### config.mk
export PLATFORM = sky130hd
export DESIGN_NAME = wr_phase_counter
export DESIGN_NICKNAME = d
export VERILOG_FILES = /design/src/rtl/wr_phase_counter.sv
export SDC_FILE = /design/constraint.sdc
export NUM_CORES = 1
export LEC_CHECK = 0
export BUFFER_PORTS_ARGS = -buffer_cell sky130_fd_sc_hd__buf_2
export CAP_MARGIN = 15
export CORE_MARGIN = 1
export CORE_UTILIZATION = 40
export CTS_BUF_LIST = sky130_fd_sc_hd__clkbuf_16
export DETAILED_ROUTE_END_ITERATION = 16
export GPL_TIMING_DRIVEN = 0
export PLACE_DENSITY_LB_ADDON = 0.25
export SYNTH_ARGS = -nofsm -noshare
export SYNTH_HDL_FRONTEND = slang
export SYNTH_SLANG_ARGS = --single-unit
### constraint.sdc
create_clock -name clk_i -period 4.2 [get_ports clk_i]
set_input_delay 0.84 -clock clk_i [delete_from_list [all_inputs] [get_ports clk_i]]
set_output_delay 0.84 -clock clk_i [all_outputs]
set_load 0.02 [all_outputs]
### src/rtl/wr_phase_counter.sv
// Tracks each write transaction through AW/W/B phases and counts prescaled ticks spent per phase.
// State updates one cycle after an event; tick/free/full are combinational. No backpressure: events are never stalled.
module wr_phase_counter #(
    parameter int MaxWrTxns    = 4,
    parameter int CntWidth     = 8,
    parameter int PrescalerDiv = 1,
    localparam int IdxWidth    = (MaxWrTxns > 1) ? $clog2(MaxWrTxns) : 1
) (
    input  logic                          clk_i,
    input  logic                          rst_ni,
    input  logic                          flush_i,
    input  logic                          alloc_i,
    input  logic [IdxWidth-1:0]           alloc_idx_i,
    input  logic                          aw_hs_i,
    input  logic [IdxWidth-1:0]           aw_idx_i,
    input  logic                          w_first_i,
    input  logic                          w_last_i,
    input  logic [IdxWidth-1:0]           w_idx_i,
    input  logic                          b_hs_i,
    input  logic [IdxWidth-1:0]           b_idx_i,
    output logic                          tick_o,
    output logic [MaxWrTxns*3-1:0]        phase_o,
    output logic [MaxWrTxns*CntWidth-1:0] aw_cnt_o,
    output logic [MaxWrTxns*CntWidth-1:0] wwait_cnt_o,
    output logic [MaxWrTxns*CntWidth-1:0] wburst_cnt_o,
    output logic [MaxWrTxns*CntWidth-1:0] bwait_cnt_o,
    output logic [MaxWrTxns-1:0]          sat_o,
    output logic [IdxWidth-1:0]           free_idx_o,
    output logic                          full_o,
    output logic                          proto_err_o
);

    localparam logic [2:0] PH_IDLE    = 3'd0;
    localparam logic [2:0] PH_AW_PEND = 3'd1;
    localparam logic [2:0] PH_W_WAIT  = 3'd2;
    localparam logic [2:0] PH_W_BURST = 3'd3;
    localparam logic [2:0] PH_B_WAIT  = 3'd4;

    logic [2:0]          phase_q [MaxWrTxns];
    logic [2:0]          phase_d [MaxWrTxns];
    logic [CntWidth-1:0] aw_cnt_q [MaxWrTxns];
    logic [CntWidth-1:0] wwait_cnt_q [MaxWrTxns];
    logic [CntWidth-1:0] wburst_cnt_q [MaxWrTxns];
    logic [CntWidth-1:0] bwait_cnt_q [MaxWrTxns];
    logic [MaxWrTxns-1:0] sat_q;
    logic [MaxWrTxns-1:0] alloc_hit, aw_hit, w_hit, b_hit, alloc_ok, viol;
    logic                 proto_err_q;

    generate
        if (PrescalerDiv > 1) begin : g_presc
            localparam int PsWidth = $clog2(PrescalerDiv);
            logic [PsWidth-1:0] ps_q;
            always_ff @(posedge clk_i) begin
                if (!rst_ni) begin
                    ps_q <= '0;
                end else if (ps_q == PsWidth'(PrescalerDiv - 1)) begin
                    ps_q <= '0;
                end else begin
                    ps_q <= ps_q + PsWidth'(1);
                end
            end
            assign tick_o = (ps_q == PsWidth'(PrescalerDiv - 1));
        end else begin : g_no_presc
            assign tick_o = 1'b1;
        end
    endgenerate

    always_ff @(posedge clk_i) begin
        if (!rst_ni || flush_i) begin
            for (int i = 0; i < MaxWrTxns; i++) phase_q[i] <= PH_IDLE;
        end else begin
            phase_q <= phase_d;
        end
    end

    // Every event is judged against the registered phase of the entry it names;
    // the only same-entry combination that chains is alloc + AW handshake.
    always_comb begin
        for (int i = 0; i < MaxWrTxns; i++) begin
            alloc_hit[i] = alloc_i && (alloc_idx_i == IdxWidth'(i));
            aw_hit[i]    = aw_hs_i && (aw_idx_i == IdxWidth'(i));
            w_hit[i]     = (w_first_i || w_last_i) && (w_idx_i == IdxWidth'(i));
            b_hit[i]     = b_hs_i && (b_idx_i == IdxWidth'(i));
            phase_d[i]   = phase_q[i];
            alloc_ok[i]  = 1'b0;
            viol[i]      = (alloc_hit[i] && phase_q[i] != PH_IDLE)
                         || (aw_hit[i] && !(phase_q[i] == PH_AW_PEND
                                            || (phase_q[i] == PH_IDLE && alloc_hit[i])))
                         || (w_hit[i] && (w_first_i ? phase_q[i] != PH_W_WAIT
                                                    : phase_q[i] != PH_W_BURST))
                         || (b_hit[i] && phase_q[i] != PH_B_WAIT);
            case (phase_q[i])
                PH_IDLE: begin
                    if (alloc_hit[i]) begin
                        alloc_ok[i] = 1'b1;
                        phase_d[i]  = aw_hit[i] ? PH_W_WAIT : PH_AW_PEND;
                    end
                end
                PH_AW_PEND: if (aw_hit[i]) phase_d[i] = PH_W_WAIT;
                PH_W_WAIT: begin
                    if (w_hit[i] && w_first_i) phase_d[i] = w_last_i ? PH_B_WAIT : PH_W_BURST;
                end
                PH_W_BURST: begin
                    if (w_hit[i] && w_last_i && !w_first_i) phase_d[i] = PH_B_WAIT;
                end
                PH_B_WAIT: if (b_hit[i]) phase_d[i] = PH_IDLE;
                default: phase_d[i] = PH_IDLE;
            endcase
        end
    end

    // Counters follow the registered phase, so the phase being left still gets this cycle's tick.
    always_ff @(posedge clk_i) begin
        if (!rst_ni || flush_i) begin
            for (int i = 0; i < MaxWrTxns; i++) begin
                aw_cnt_q[i]     <= '0;
                wwait_cnt_q[i]  <= '0;
                wburst_cnt_q[i] <= '0;
                bwait_cnt_q[i]  <= '0;
            end
            sat_q <= '0;
        end else begin
            for (int i = 0; i < MaxWrTxns; i++) begin
                if (alloc_ok[i]) begin
                    aw_cnt_q[i]     <= '0;
                    wwait_cnt_q[i]  <= '0;
                    wburst_cnt_q[i] <= '0;
                    bwait_cnt_q[i]  <= '0;
                    sat_q[i]        <= 1'b0;
                end else if (tick_o) begin
                    case (phase_q[i])
                        PH_AW_PEND: begin
                            if (&aw_cnt_q[i]) sat_q[i] <= 1'b1;
                            else aw_cnt_q[i] <= aw_cnt_q[i] + CntWidth'(1);
                        end
                        PH_W_WAIT: begin
                            if (&wwait_cnt_q[i]) sat_q[i] <= 1'b1;
                            else wwait_cnt_q[i] <= wwait_cnt_q[i] + CntWidth'(1);
                        end
                        PH_W_BURST: begin
                            if (&wburst_cnt_q[i]) sat_q[i] <= 1'b1;
                            else wburst_cnt_q[i] <= wburst_cnt_q[i] + CntWidth'(1);
                        end
                        PH_B_WAIT: begin
                            if (&bwait_cnt_q[i]) sat_q[i] <= 1'b1;
                            else bwait_cnt_q[i] <= bwait_cnt_q[i] + CntWidth'(1);
                        end
                        default: ;
                    endcase
                end
            end
        end
    end

    always_ff @(posedge clk_i) begin
        if (!rst_ni) begin
            proto_err_q <= 1'b0;
        end else if (!flush_i && (|viol)) begin
            proto_err_q <= 1'b1;
        end
    end

    always_comb begin
        phase_o      = '0;
        aw_cnt_o     = '0;
        wwait_cnt_o  = '0;
        wburst_cnt_o = '0;
        bwait_cnt_o  = '0;
        free_idx_o   = '0;
        full_o       = 1'b1;
        for (int i = 0; i < MaxWrTxns; i++) begin
            phase_o[i*3 +: 3]                  = phase_q[i];
            aw_cnt_o[i*CntWidth +: CntWidth]     = aw_cnt_q[i];
            wwait_cnt_o[i*CntWidth +: CntWidth]  = wwait_cnt_q[i];
            wburst_cnt_o[i*CntWidth +: CntWidth] = wburst_cnt_q[i];
            bwait_cnt_o[i*CntWidth +: CntWidth]  = bwait_cnt_q[i];
        end
        for (int i = MaxWrTxns - 1; i >= 0; i--) begin
            if (phase_q[i] == PH_IDLE) begin
                free_idx_o = IdxWidth'(i);
                full_o     = 1'b0;
            end
        end
    end

    assign sat_o       = sat_q;
    assign proto_err_o = proto_err_q;

endmodule
==> results_tabular.tex <==
\begin{tabular}{lr}
\hline
Metric & Value \\
\hline
\multicolumn{2}{l}{\textbf{Floorplan}} \\
Effective utilization at floorplan & between 40\% and 50\% \\
Floorplan die area & between 20000 and 25000 sq um \\
Die width & between 100 and 150 um \\
Number of I/O pins & between 150 and 200 \\
Total number of placement rows & a little over 50 \\
Floorplan Core Area & 19460 sq um \\
Vert. Die Dim & around 140 um \\
\multicolumn{2}{l}{\textbf{Routing}} \\
DRC & 0 \\
Routed vias & about 6300 \\
Final wirelength & around 19 mm \\
Drt initial violations & about 340 \\
Final routed wire length divided by cell count & 15.32 um \\
Detailed-router iteration count before antenna repair & 5 \\
Number of nets with antenna violations after detailed routing & 0 \\
Via/cell ratio & around 5.0 \\
\multicolumn{2}{l}{\textbf{Layout}} \\
Final standard cell utilization of the core & approximately half \\
Antenna cell count & 0 \\
Most frequent cells in the layout & sky130\_fd\_sc\_hd\_\_buf\_2, sky130\_fd\_sc\_hd\_\_nor2\_1, sky130\_fd\_sc\_hd\_\_edfxtp\_1 \\
Net count of the finished layout & between 1000 and 1500 \\
Ratio of cells with drive above 1 in the final layout & approximately 23\% \\
Most common cell after layout, fill and taps aside & sky130\_fd\_sc\_hd\_\_buf\_2 \\
Relative area change from synthesis to final layout & 22.12\% \\
Post-route design area & about 9700 sq um \\
\multicolumn{2}{l}{\textbf{STA}} \\
Minimum clock period after layout & 2.915 ns \\
Actual slew at the worst max-slew pin & 0.7150 ns \\
Number of max-slew violations in the final report & 0 \\
Slew HR & between 50\% and 60\% \\
RSZ-0062 raised after global routing & no \\
Peak Freq & around 340 MHz \\
Setup Skew & 0.006964 ns \\
Final Worst Setup Slack & around 1.3 ns \\
Hold Fails Final Rpt & 0 \\
Tcrit/Tclk final & between 60\% and 70\% \\
Summed negative setup slack over all endpoints & 0 ns \\
Setup violators final & 0 \\
\multicolumn{2}{l}{\textbf{Synthesis}} \\
Number of flip-flops and latches in the synthesized netlist & $\sim$150 \\
Mean area per synthesized cell & $\sim$10 sq um \\
Yosys cell types & 58 \\
Netlist Area Pre-Place & roughly 7900 sq um \\
Commonest register cell after synthesis & sky130\_fd\_sc\_hd\_\_edfxtp\_1 \\
Number of synthesized flops with an enable pin & $\sim$130 \\
Synth Warn \# & 0 \\
Synth Instances & between 700 and 800 \\
Async SR Flop Fraction & 0\% \\
Total nets after synthesis & 824 \\
Seq/Total Area, Yosys & a little over half \\
\multicolumn{2}{l}{\textbf{Critical path}} \\
Path type of the worst setup path & input port to register \\
Required time at the worst-slack endpoint & 4.32 ns \\
Nature of the critical path endpoint & register \\
Crit path max fanout & 10 \\
Crit path launch type & input port \\
Arrival time reported for the critical path endpoint & slightly above 3 ns \\
\multicolumn{2}{l}{\textbf{Global routing}} \\
Total routing usage reported by global routing & around a fifth \\
Via count of the first global-routing pass & $\sim$5700 \\
Antenna violations before repair & 3 \\
Largest net degree at the start of global routing & 17 \\
Wire length of the first global-routing pass & around 29 mm \\
Global-route congestion overflow total & 0 \\
\multicolumn{2}{l}{\textbf{Power}} \\
Total power & approximately 3.6 mW \\
Peak supply drop & about 0.28 mV \\
Leakage & slightly below 4 nW \\
PD cells & about 370 nW/um\^{}2 \\
\multicolumn{2}{l}{\textbf{Flow run}} \\
Maximum Capacitance Violations & 0 \\
\multicolumn{2}{l}{\textbf{Placement}} \\
Pre-CTS WS & roughly 0.77 ns \\
Post-detail-place hpwl & 14.30 mm \\
Instance area at placement & $\sim$9100 sq um \\
Number of port buffers & 163 \\
Final RePlAce weighted congestion & roughly 0.85 \\
\multicolumn{2}{l}{\textbf{Clocking}} \\
Clock tree root buffer cell & sky130\_fd\_sc\_hd\_\_clkbuf\_16 \\
Post\_cts resized & 0 \\
Clock latency of the later-clocked register in the worst-skew pair & approximately 0.42 ns \\
Post-CTS setup-driven buffer insertion count & 0 \\
Total CTS buffers & 17 \\
H-tree levels & 4 \\
CTS tree & done \\
Clock sink total & roughly 150 \\
Maximum clock insertion buffer count & 2 \\
Clock transition at the register clock pins on the worst setup and hold paths after CTS & around 0.060 ns \\
Total of hold buffers inserted after clock tree synthesis & 0 \\
\multicolumn{2}{l}{\textbf{Run status}} \\
Status & completed \\
\multicolumn{2}{l}{\textbf{Min path}} \\
Min-Delay Path Class & register to register \\
\hline
\end{tabular}
==> per-stage QoR <==
step / hold WS, ns / std cells
2_1_floorplan: 0.5360 / 792
6_report: 0.4507 / 1253
5_1_grt: 0.4821 / 1253
3_3_place_gp: 0.4333 / 1220
4_1_cts: 0.4559 / 1253
3_5_place_dp: 0.4424 / 1222
==> synthesized netlist by cell type (4+ instances only) <==
cell	count	area, sq um
sky130_fd_sc_hd__a31oi_1	8	50.05
sky130_fd_sc_hd__nand3b_1	13	97.59
sky130_fd_sc_hd__nor3b_1	5	37.54
sky130_fd_sc_hd__nand3_1	63	315.3
sky130_fd_sc_hd__a21oi_1	23	115.1
sky130_fd_sc_hd__edfxtp_1	128	3844
sky130_fd_sc_hd__inv_1	19	71.32
sky130_fd_sc_hd__and3_1	20	125.1
sky130_fd_sc_hd__a31o_2	5	43.79
sky130_fd_sc_hd__nor2_1	167	626.9
sky130_fd_sc_hd__nand4_1	7	43.79
sky130_fd_sc_hd__o21ai_0	13	65.06
sky130_fd_sc_hd__xor2_1	48	420.4
sky130_fd_sc_hd__buf_2	12	60.06
sky130_fd_sc_hd__clkbuf_1	12	45.04
sky130_fd_sc_hd__or2_1	5	31.28
sky130_fd_sc_hd__nor3_1	11	55.05
sky130_fd_sc_hd__nor2b_1	5	31.28
sky130_fd_sc_hd__o211ai_1	6	45.04
sky130_fd_sc_hd__or3_1	5	31.28
sky130_fd_sc_hd__ha_1	16	200.2
sky130_fd_sc_hd__nor4_1	4	25.02
sky130_fd_sc_hd__dfxtp_1	17	340.3
sky130_fd_sc_hd__nand2_1	56	210.2
sky130_fd_sc_hd__nand2b_1	12	75.07
sky130_fd_sc_hd__or2_2	9	56.30
sky130_fd_sc_hd__xnor2_1	49	429.2
==> final timing paths <==
path | startpoint | to | slack, ns | depth (start not counted)
max | flush_i | wwait_cnt_q[2][4]$_SDFFCE_PN0P_ | 1.28 | 8
min | sat_o[3]$_SDFFE_PP0P_ | sat_o[3]$_SDFFE_PP0P_ | 0.45 | 2
max reg2reg | phase_o[11]$_SDFFE_PN0P_ | bwait_cnt_q[3][1]$_SDFFCE_PN0P_ | 1.91 | 4
min reg2reg | sat_o[3]$_SDFFE_PP0P_ | sat_o[3]$_SDFFE_PP0P_ | 0.45 | 2
==> layer usage <==
layer | track usage, % | vias to the layer above | part of all wire (%)
met2 | 29.45 | 175 | 45
met5 | 0 | - | 0.15
met1 | 25.65 | 2943 | 48
met3 | 5.298 | 26 | 6.0
met4 | 5.263 | 6 | 1.2
li1 | - | 3174 | -
==> cells by family (layout without fill, tap and decap cells) <==
family / Yosys count / in the layout / synth area share, %
fa+ha+maj: 16 / 16 / 2.518
flops: 145 / 145 / 52.64
xor+xnor: 97 / 97 / 10.69
compound gates: 86 / 86 / 7.209
buf+inv: 49 / 245 / 2.928
other cells: 1 / 1 / 0.04718
simple gates: 398 / 398 / 23.97
==> layout make-up <==
| cell class | instances | area (sq um) |
|---|---|---|
| clock buffer | 17 | 425.4 |
| inverter | 19 | 71.32 |
| buffer | 30 | 161.4 |
| fill | 1854 | 9756 |
| clock inverter | 14 | 172.7 |
| multi-input combinational | 598 | 3532 |
| timing repair buffer | 165 | 828.3 |
| sequential | 145 | 4184 |
| tap | 265 | 331.6 |
==> flip-flops by register name, summed over array words and instances, names as in the netlist <==
signal / cells
aw_cnt_q: 32
phase_o: 12
wwait_cnt_q: 32
wburst_cnt_q: 32
sat_o: 4
bwait_cnt_q: 32
proto_err_o: 1
==> worst max-delay path: stages <==
cell and delay, ns:
sky130_fd_sc_hd__buf_2 0.09, sky130_fd_sc_hd__inv_1 0.04, sky130_fd_sc_hd__nand2_1 0.32, sky130_fd_sc_hd__clkbuf_1 0.50
sky130_fd_sc_hd__clkbuf_1 0.51, sky130_fd_sc_hd__nor2_1 0.23, sky130_fd_sc_hd__o31ai_1 0.20, sky130_fd_sc_hd__buf_2 0.29
==> power by group <==
part	total (mW)	internal, mW	switching, mW
combinational	0.352	0.120	0.231
sequential	1.71	1.64	0.0775
clock	1.55	0.979	0.574
Note: power is estimated with default switching activity, not from simulation.
